--- config.mk ---
export PLATFORM = sky130hd
export DESIGN_NAME = hilo_mdu
export DESIGN_NICKNAME = d
export VERILOG_FILES = /design/src/rtl/mdu_pkg.sv /design/src/rtl/mdu_shift_core.sv /design/src/rtl/hilo_mdu.sv
export SDC_FILE = /design/constraint.sdc
export NUM_CORES = 1
export LEC_CHECK = 0
export CORE_ASPECT_RATIO = 1.75
export CORE_MARGIN = 5
export CORE_UTILIZATION = 45
export CTS_BUF_LIST = sky130_fd_sc_hd__clkbuf_2
export CTS_CLUSTER_DIAMETER = 200
export CTS_CLUSTER_SIZE = 25
export DETAILED_ROUTE_END_ITERATION = 8
export GPL_TIMING_DRIVEN = 0
export PLACE_DENSITY = 0.68
export SYNTH_ARGS = -nofsm -noshare
export SYNTH_HDL_FRONTEND = slang
export SYNTH_SLANG_ARGS = --single-unit
--- constraint.sdc ---
create_clock -name clk_i -period 3.3 [get_ports clk_i]
set_input_delay 0.66 -clock clk_i [delete_from_list [all_inputs] [get_ports clk_i]]
set_output_delay 0.66 -clock clk_i [all_outputs]
set_load 0.03 [all_outputs]
--- src/rtl/mdu_pkg.sv ---
// Shared types and constants for the HI/LO multiply/divide unit.
package mdu_pkg;

  typedef enum logic [1:0] {
    IDLE = 2'd0,
    RUN  = 2'd1,
    FIX  = 2'd2,
    DONE = 2'd3
  } mdu_state_t;

  // Encodings match the MUL/DIV selectors used by the decoder.
  localparam logic OP_MUL = 1'b0;
  localparam logic OP_DIV = 1'b1;

  localparam int MDU_ITERS = 32;

  // Every quotient bit of a divide by zero is set.
  localparam logic DIV0_QUOT_BIT = 1'b1;

endpackage

--- src/rtl/mdu_shift_core.sv ---
// Per-iteration datapath: shift-add multiply / restoring divide plus the iteration counter.
module mdu_shift_core
  import mdu_pkg::*;
#(
  parameter int WIDTH = MDU_ITERS
) (
  input  logic               clk_i,
  input  logic               rst_i,
  input  logic               load_i,
  input  logic               step_i,
  input  logic               op_i,
  input  logic [WIDTH-1:0]   src1_i,
  input  logic [WIDTH-1:0]   src2_i,
  output logic [2*WIDTH-1:0] acc_o,
  output logic               last_o
);

  localparam int CW = $clog2(WIDTH);

  logic [2*WIDTH-1:0] acc;
  logic [2*WIDTH-1:0] acc_next;
  logic [WIDTH-1:0]   opnd;
  logic               op_q;
  logic [CW-1:0]      count;
  logic [WIDTH:0]     mul_sum;
  logic [WIDTH:0]     div_shift;
  logic [WIDTH:0]     div_diff;

  // Multiply keeps the multiplier in the low half and shifts the carry in from the top;
  // divide keeps {remainder, dividend/quotient} and shifts left one bit per step.
  always_comb begin
    mul_sum   = {1'b0, acc[2*WIDTH-1:WIDTH]} + (acc[0] ? {1'b0, opnd} : '0);
    div_shift = acc[2*WIDTH-1:WIDTH-1];
    div_diff  = div_shift - {1'b0, opnd};
    acc_next  = acc;
    if (op_q == OP_MUL)
      acc_next = {mul_sum, acc[WIDTH-1:1]};
    else if (div_diff[WIDTH])
      acc_next = {div_shift[WIDTH-1:0], acc[WIDTH-2:0], 1'b0};
    else
      acc_next = {div_diff[WIDTH-1:0], acc[WIDTH-2:0], 1'b1};
  end

  always_ff @(posedge clk_i) begin
    if (rst_i) begin
      acc   <= '0;
      opnd  <= '0;
      op_q  <= OP_MUL;
      count <= '0;
    end else if (load_i) begin
      op_q  <= op_i;
      acc   <= (op_i == OP_MUL) ? {{WIDTH{1'b0}}, src2_i} : {{WIDTH{1'b0}}, src1_i};
      opnd  <= (op_i == OP_MUL) ? src1_i : src2_i;
      count <= CW'(WIDTH - 1);
    end else if (step_i) begin
      acc   <= acc_next;
      count <= count - CW'(1);
    end
  end

  assign acc_o  = acc;
  assign last_o = (count == '0);

endmodule

--- src/rtl/hilo_mdu.sv ---
// Iterative multiply/divide unit owning the HI/LO pair; FSM, sign handling and MTHI/MTLO live here.
module hilo_mdu
  import mdu_pkg::*;
#(
  parameter int WIDTH = MDU_ITERS
) (
  input  logic               clk_i,
  input  logic               rst_i,
  input  logic               start_i,
  input  logic               op_i,
  input  logic               signed_i,
  input  logic [WIDTH-1:0]   in1_i,
  input  logic [WIDTH-1:0]   in2_i,
  input  logic               wr_hi_i,
  input  logic               wr_lo_i,
  input  logic [WIDTH-1:0]   wr_data_i,
  output logic               busy_o,
  output logic               done_o,
  output logic [WIDTH-1:0]   hi_o,
  output logic [WIDTH-1:0]   lo_o,
  output logic [2*WIDTH-1:0] hilo_o
);

  mdu_state_t         state;
  logic               op_q;
  logic               neg_res;
  logic               neg_rem;
  logic               div_zero;
  logic [WIDTH-1:0]   hi;
  logic [WIDTH-1:0]   lo;
  logic               accept;
  logic [WIDTH-1:0]   mag1;
  logic [WIDTH-1:0]   mag2;
  logic [2*WIDTH-1:0] acc;
  logic               last;
  logic [2*WIDTH-1:0] product;
  logic [WIDTH-1:0]   quot;
  logic [WIDTH-1:0]   rem;
  logic [WIDTH-1:0]   res_hi;
  logic [WIDTH-1:0]   res_lo;

  assign accept = ((state == IDLE) || (state == DONE)) && start_i;

  always_comb begin
    mag1 = (signed_i && in1_i[WIDTH-1]) ? -in1_i : in1_i;
    mag2 = (signed_i && in2_i[WIDTH-1]) ? -in2_i : in2_i;
  end

  mdu_shift_core #(.WIDTH(WIDTH)) u_core (
    .clk_i  (clk_i),
    .rst_i  (rst_i),
    .load_i (accept),
    .step_i (state == RUN),
    .op_i   (op_i),
    .src1_i (mag1),
    .src2_i (mag2),
    .acc_o  (acc),
    .last_o (last)
  );

  // A zero divisor leaves the dividend magnitude as remainder, so only the quotient needs overriding.
  always_comb begin
    product = neg_res ? -acc : acc;
    quot    = acc[WIDTH-1:0];
    rem     = acc[2*WIDTH-1:WIDTH];
    if (div_zero)
      quot = {WIDTH{DIV0_QUOT_BIT}};
    else if (neg_res)
      quot = -quot;
    if (neg_rem)
      rem = -rem;
    res_hi = (op_q == OP_MUL) ? product[2*WIDTH-1:WIDTH] : rem;
    res_lo = (op_q == OP_MUL) ? product[WIDTH-1:0] : quot;
  end

  always_ff @(posedge clk_i) begin
    if (rst_i) begin
      state    <= IDLE;
      busy_o   <= 1'b0;
      done_o   <= 1'b0;
      hi       <= '0;
      lo       <= '0;
      op_q     <= OP_MUL;
      neg_res  <= 1'b0;
      neg_rem  <= 1'b0;
      div_zero <= 1'b0;
    end else begin
      case (state)
        IDLE, DONE: begin
          done_o <= 1'b0;
          if (wr_hi_i)
            hi <= wr_data_i;
          if (wr_lo_i)
            lo <= wr_data_i;
          if (start_i) begin
            state    <= RUN;
            busy_o   <= 1'b1;
            op_q     <= op_i;
            neg_res  <= signed_i && (in1_i[WIDTH-1] ^ in2_i[WIDTH-1]);
            neg_rem  <= signed_i && in1_i[WIDTH-1];
            div_zero <= (op_i == OP_DIV) && (in2_i == '0);
          end else begin
            state <= IDLE;
          end
        end
        RUN: begin
          if (last)
            state <= FIX;
        end
        FIX: begin
          state  <= DONE;
          busy_o <= 1'b0;
          done_o <= 1'b1;
          hi     <= res_hi;
          lo     <= res_lo;
        end
        default: state <= IDLE;
      endcase
    end
  end

  assign hi_o   = hi;
  assign lo_o   = lo;
  assign hilo_o = {hi, lo};

endmodule
==> metrics <==
register bit total from synthesis 173; Clk pin slew, worst setup/hold paths 0.31 ns; Synth Flop Type dfxtp_1; CP endpoint kind flop; Final HPWL DP 53700 um; Finish-stage setup viols 0; largest net degree at the start of global routing 18; Pleak 7.25 nW; Final Max Slew Viols 0; synthesized area 0.0156 mm2; Area after DPL 0.0185 mm2; Core ar. 0.0343 mm2; Die Width 151 um; CTS tree built; startpoint types flop; unrepaired setup endpoints after global routing yes; vias in the first global route 16800; Final Power 0.0153 W; DRT iter0 DRCs 1535; Filler cells 3366; sequential share of the synthesized area 22.3%; WL final 66300 um; power density over the cells 795 mW/mm2; Synth async-reset ratio 0%; die area 0.0386 mm2; Fmax 0.304 GHz; Critical Path AT 4.12 ns; TritonCTS Buffers 17; fin area 0.0193 mm2; Clock Latency Late Sink 0.88 ns; commonest non-fill, non-tap cells in the layout clkdlybuf4s50_1 (230), a21oi_1 (226), nand2_1 (225); syn_nets 2306; Hold Path Class input pin to flop; # clock sinks 173; critical path fanouts, max 9; CP cell instances ha_1 -> a21oi_1 -> nor3b_1 -> a2111o_1 -> nand2_1 -> a21oi_1 -> o21bai_1 -> mux2i_1 -> a2111o_1 -> a211oi_1; status finished clean; first-pass GRT wire length 98900 um; Worst slew margin 17.5%; drt drc 0; worst-case reg-to-reg path depth 10; Yosys Warn Count 0; CP max stage cell dfxtp_1; most common cell after layout, fill and taps aside clkdlybuf4s50_1; io pins 233; Post-synth EDFFs 0; global route overflow 0; initial core utilization 45.3%; WHS Path Cells 3; Slew @ Worst Pin 1.23 ns; initial antenna violation count 1; Setup WS pre-CTS -0.910 ns; kind of critical path flop to flop; final hold vios 0; synth-to-layout area growth 23.7%; Worst VDD drop 385 uV; Final WS setup 0.0125 ns; CTS Root Buffer Type clkbuf_2; hold-fix buffers at CTS 0; share of cells above drive strength 1 10.4%; fin crit share 99.6%; Avg Inst Size Synth 7.31 um2; wire length per cell after detailed routing 23.1 um; setup TNS 0 ns; Req. time, crit path 4.14 ns; Critical Path Max Stage Delay 0.68 ns; ANT nets after route 0; fin crit period 3.29 ns; # rows 90; routed vias 17400; Post-Route Utilization 56.1%; clk_skew 0.0510 ns; Die Span Y 256 um; total track usage 33.3%; maximum root-to-sink buffer count 2; DR pass1 iterations 6; vias per cell 6.06; H-tree Lvls 4; port bufs 230; Post-Synthesis Cells 2128; sequential cell area 0.00350 mm2; maxcap violations 0; area of the multi-input gates 0.0110 mm2; fin nets 2569; library cells used by synthesis 89; Final Wtd Congestion 1.04
## path summary, 6_finish.rpt
path / from / end / slack, ns
max reg2reg: u_core.acc_o[34] / u_core.acc_o[61] / 0.01
max: u_core.acc_o[34] / u_core.acc_o[61] / 0.01
min: rst_i / hi_o[9] / 0.20
min reg2reg: u_core.opnd[21] / u_core.opnd[21] / 0.47
## timing repair
| action | CTS | global route |
|---|---|---|
| endpoints found under the hold margin | 0 | 0 |
| gates resized for setup | 64 | 57 |
| setup endpoints to repair | 51 | 36 |
| pin swaps | 7 | 12 |
| buffers inserted | 5 | 12 |
## routing by layer
metal | global-route usage, % | routed length [um] | vias to the layer above
met3 | 4.18 | 4450 | 257
met5 | 0 | 0 | -
met1 | 37.1 | 23700 | 8085
met2 | 56.8 | 32000 | 872
li1 | - | - | 8158
met4 | 24.9 | 6090 | 0
## stage by stage
| step | hold WS (ns) | instances |
|---|---|---|
| global placement | 0.443 | 2818 |
| floorplan | 0.432 | 2128 |
| finish | 0.203 | 2865 |
| detailed placement | 0.446 | 2819 |
| global route | 0.162 | 2865 |
| CTS | 0.125 | 2854 |
## sequential cells by signal, summed over array words and instances (netlist names)
signal	flops
u_core.acc_o	64
hi_o	32
lo_o	32
u_core.opnd	32
u_core.count	5
state	2
busy_o	1
div_zero	1
done_o	1
neg_rem	1
neg_res	1
op_q	1
## logic make-up (layout without fill, tap and decap cells)
group,count (synthesis),after routing,share of synthesized area [%]
simple gates,657,657,20.0
compound gates,704,704,29.0
mux,61,61,3.93
buf+inv,286,562,9.08
other cells,0,1,0
fa+ha+maj,75,75,6.13
flops,173,173,22.3
xor+xnor,172,172,9.68
## Yosys cell counts, drive strengths merged (22+ instances only)
cell type | number | share of area (%)
a21oi | 234 | 7.5
nand2 | 227 | 5.5
nor2 | 209 | 5.0
dfxtp | 173 | 22
o21ai | 129 | 4.2
buf | 103 | 4.5
clkbuf | 101 | 2.6
xnor2 | 93 | 5.2
inv | 81 | 2.0
o211ai | 80 | 3.9
xor2 | 79 | 4.4
ha | 73 | 5.9
a211oi | 60 | 2.9
mux2i | 60 | 3.9
nor3 | 42 | 1.4
nand3 | 37 | 1.3
a31oi | 28 | 1.1
o221ai | 22 | 1.2
## worst max-delay path, delay by kind of cell (launching register included)
kind,cells,cell delay (ns)
AO/OA/AOI/OAI,6,1.78
flip-flops,1,0.68
AND/OR/NAND/NOR,2,0.35
adder cells (fa/ha/maj),1,0.30
multiplexers,1,0.14
## power by group
| part | leakage [nW] | switching [W] | total [W] | internal [W] |
|---|---|---|---|---|
| clock network | 0.157 | 0.000923 | 0.00131 | 0.000392 |
| registers | 1.43 | 0.000629 | 0.00332 | 0.00269 |
| logic | 5.67 | 0.00653 | 0.0107 | 0.00414 |
## layout make-up
cell class | count | share of cell area (%)
Sequential cell | 173 | 18.2
Tap cell | 460 | 2.99
Multi-Input combinational cell | 1669 | 57.2
Clock buffer | 19 | 0.494
Buffer | 200 | 6.00
Clock inverter | 13 | 0.845
Antenna cell | 1 | 0.0130
Timing Repair Buffer | 248 | 12.7
Inverter | 82 | 1.62
No activity file was read; power rests on OpenSTA's default activity.
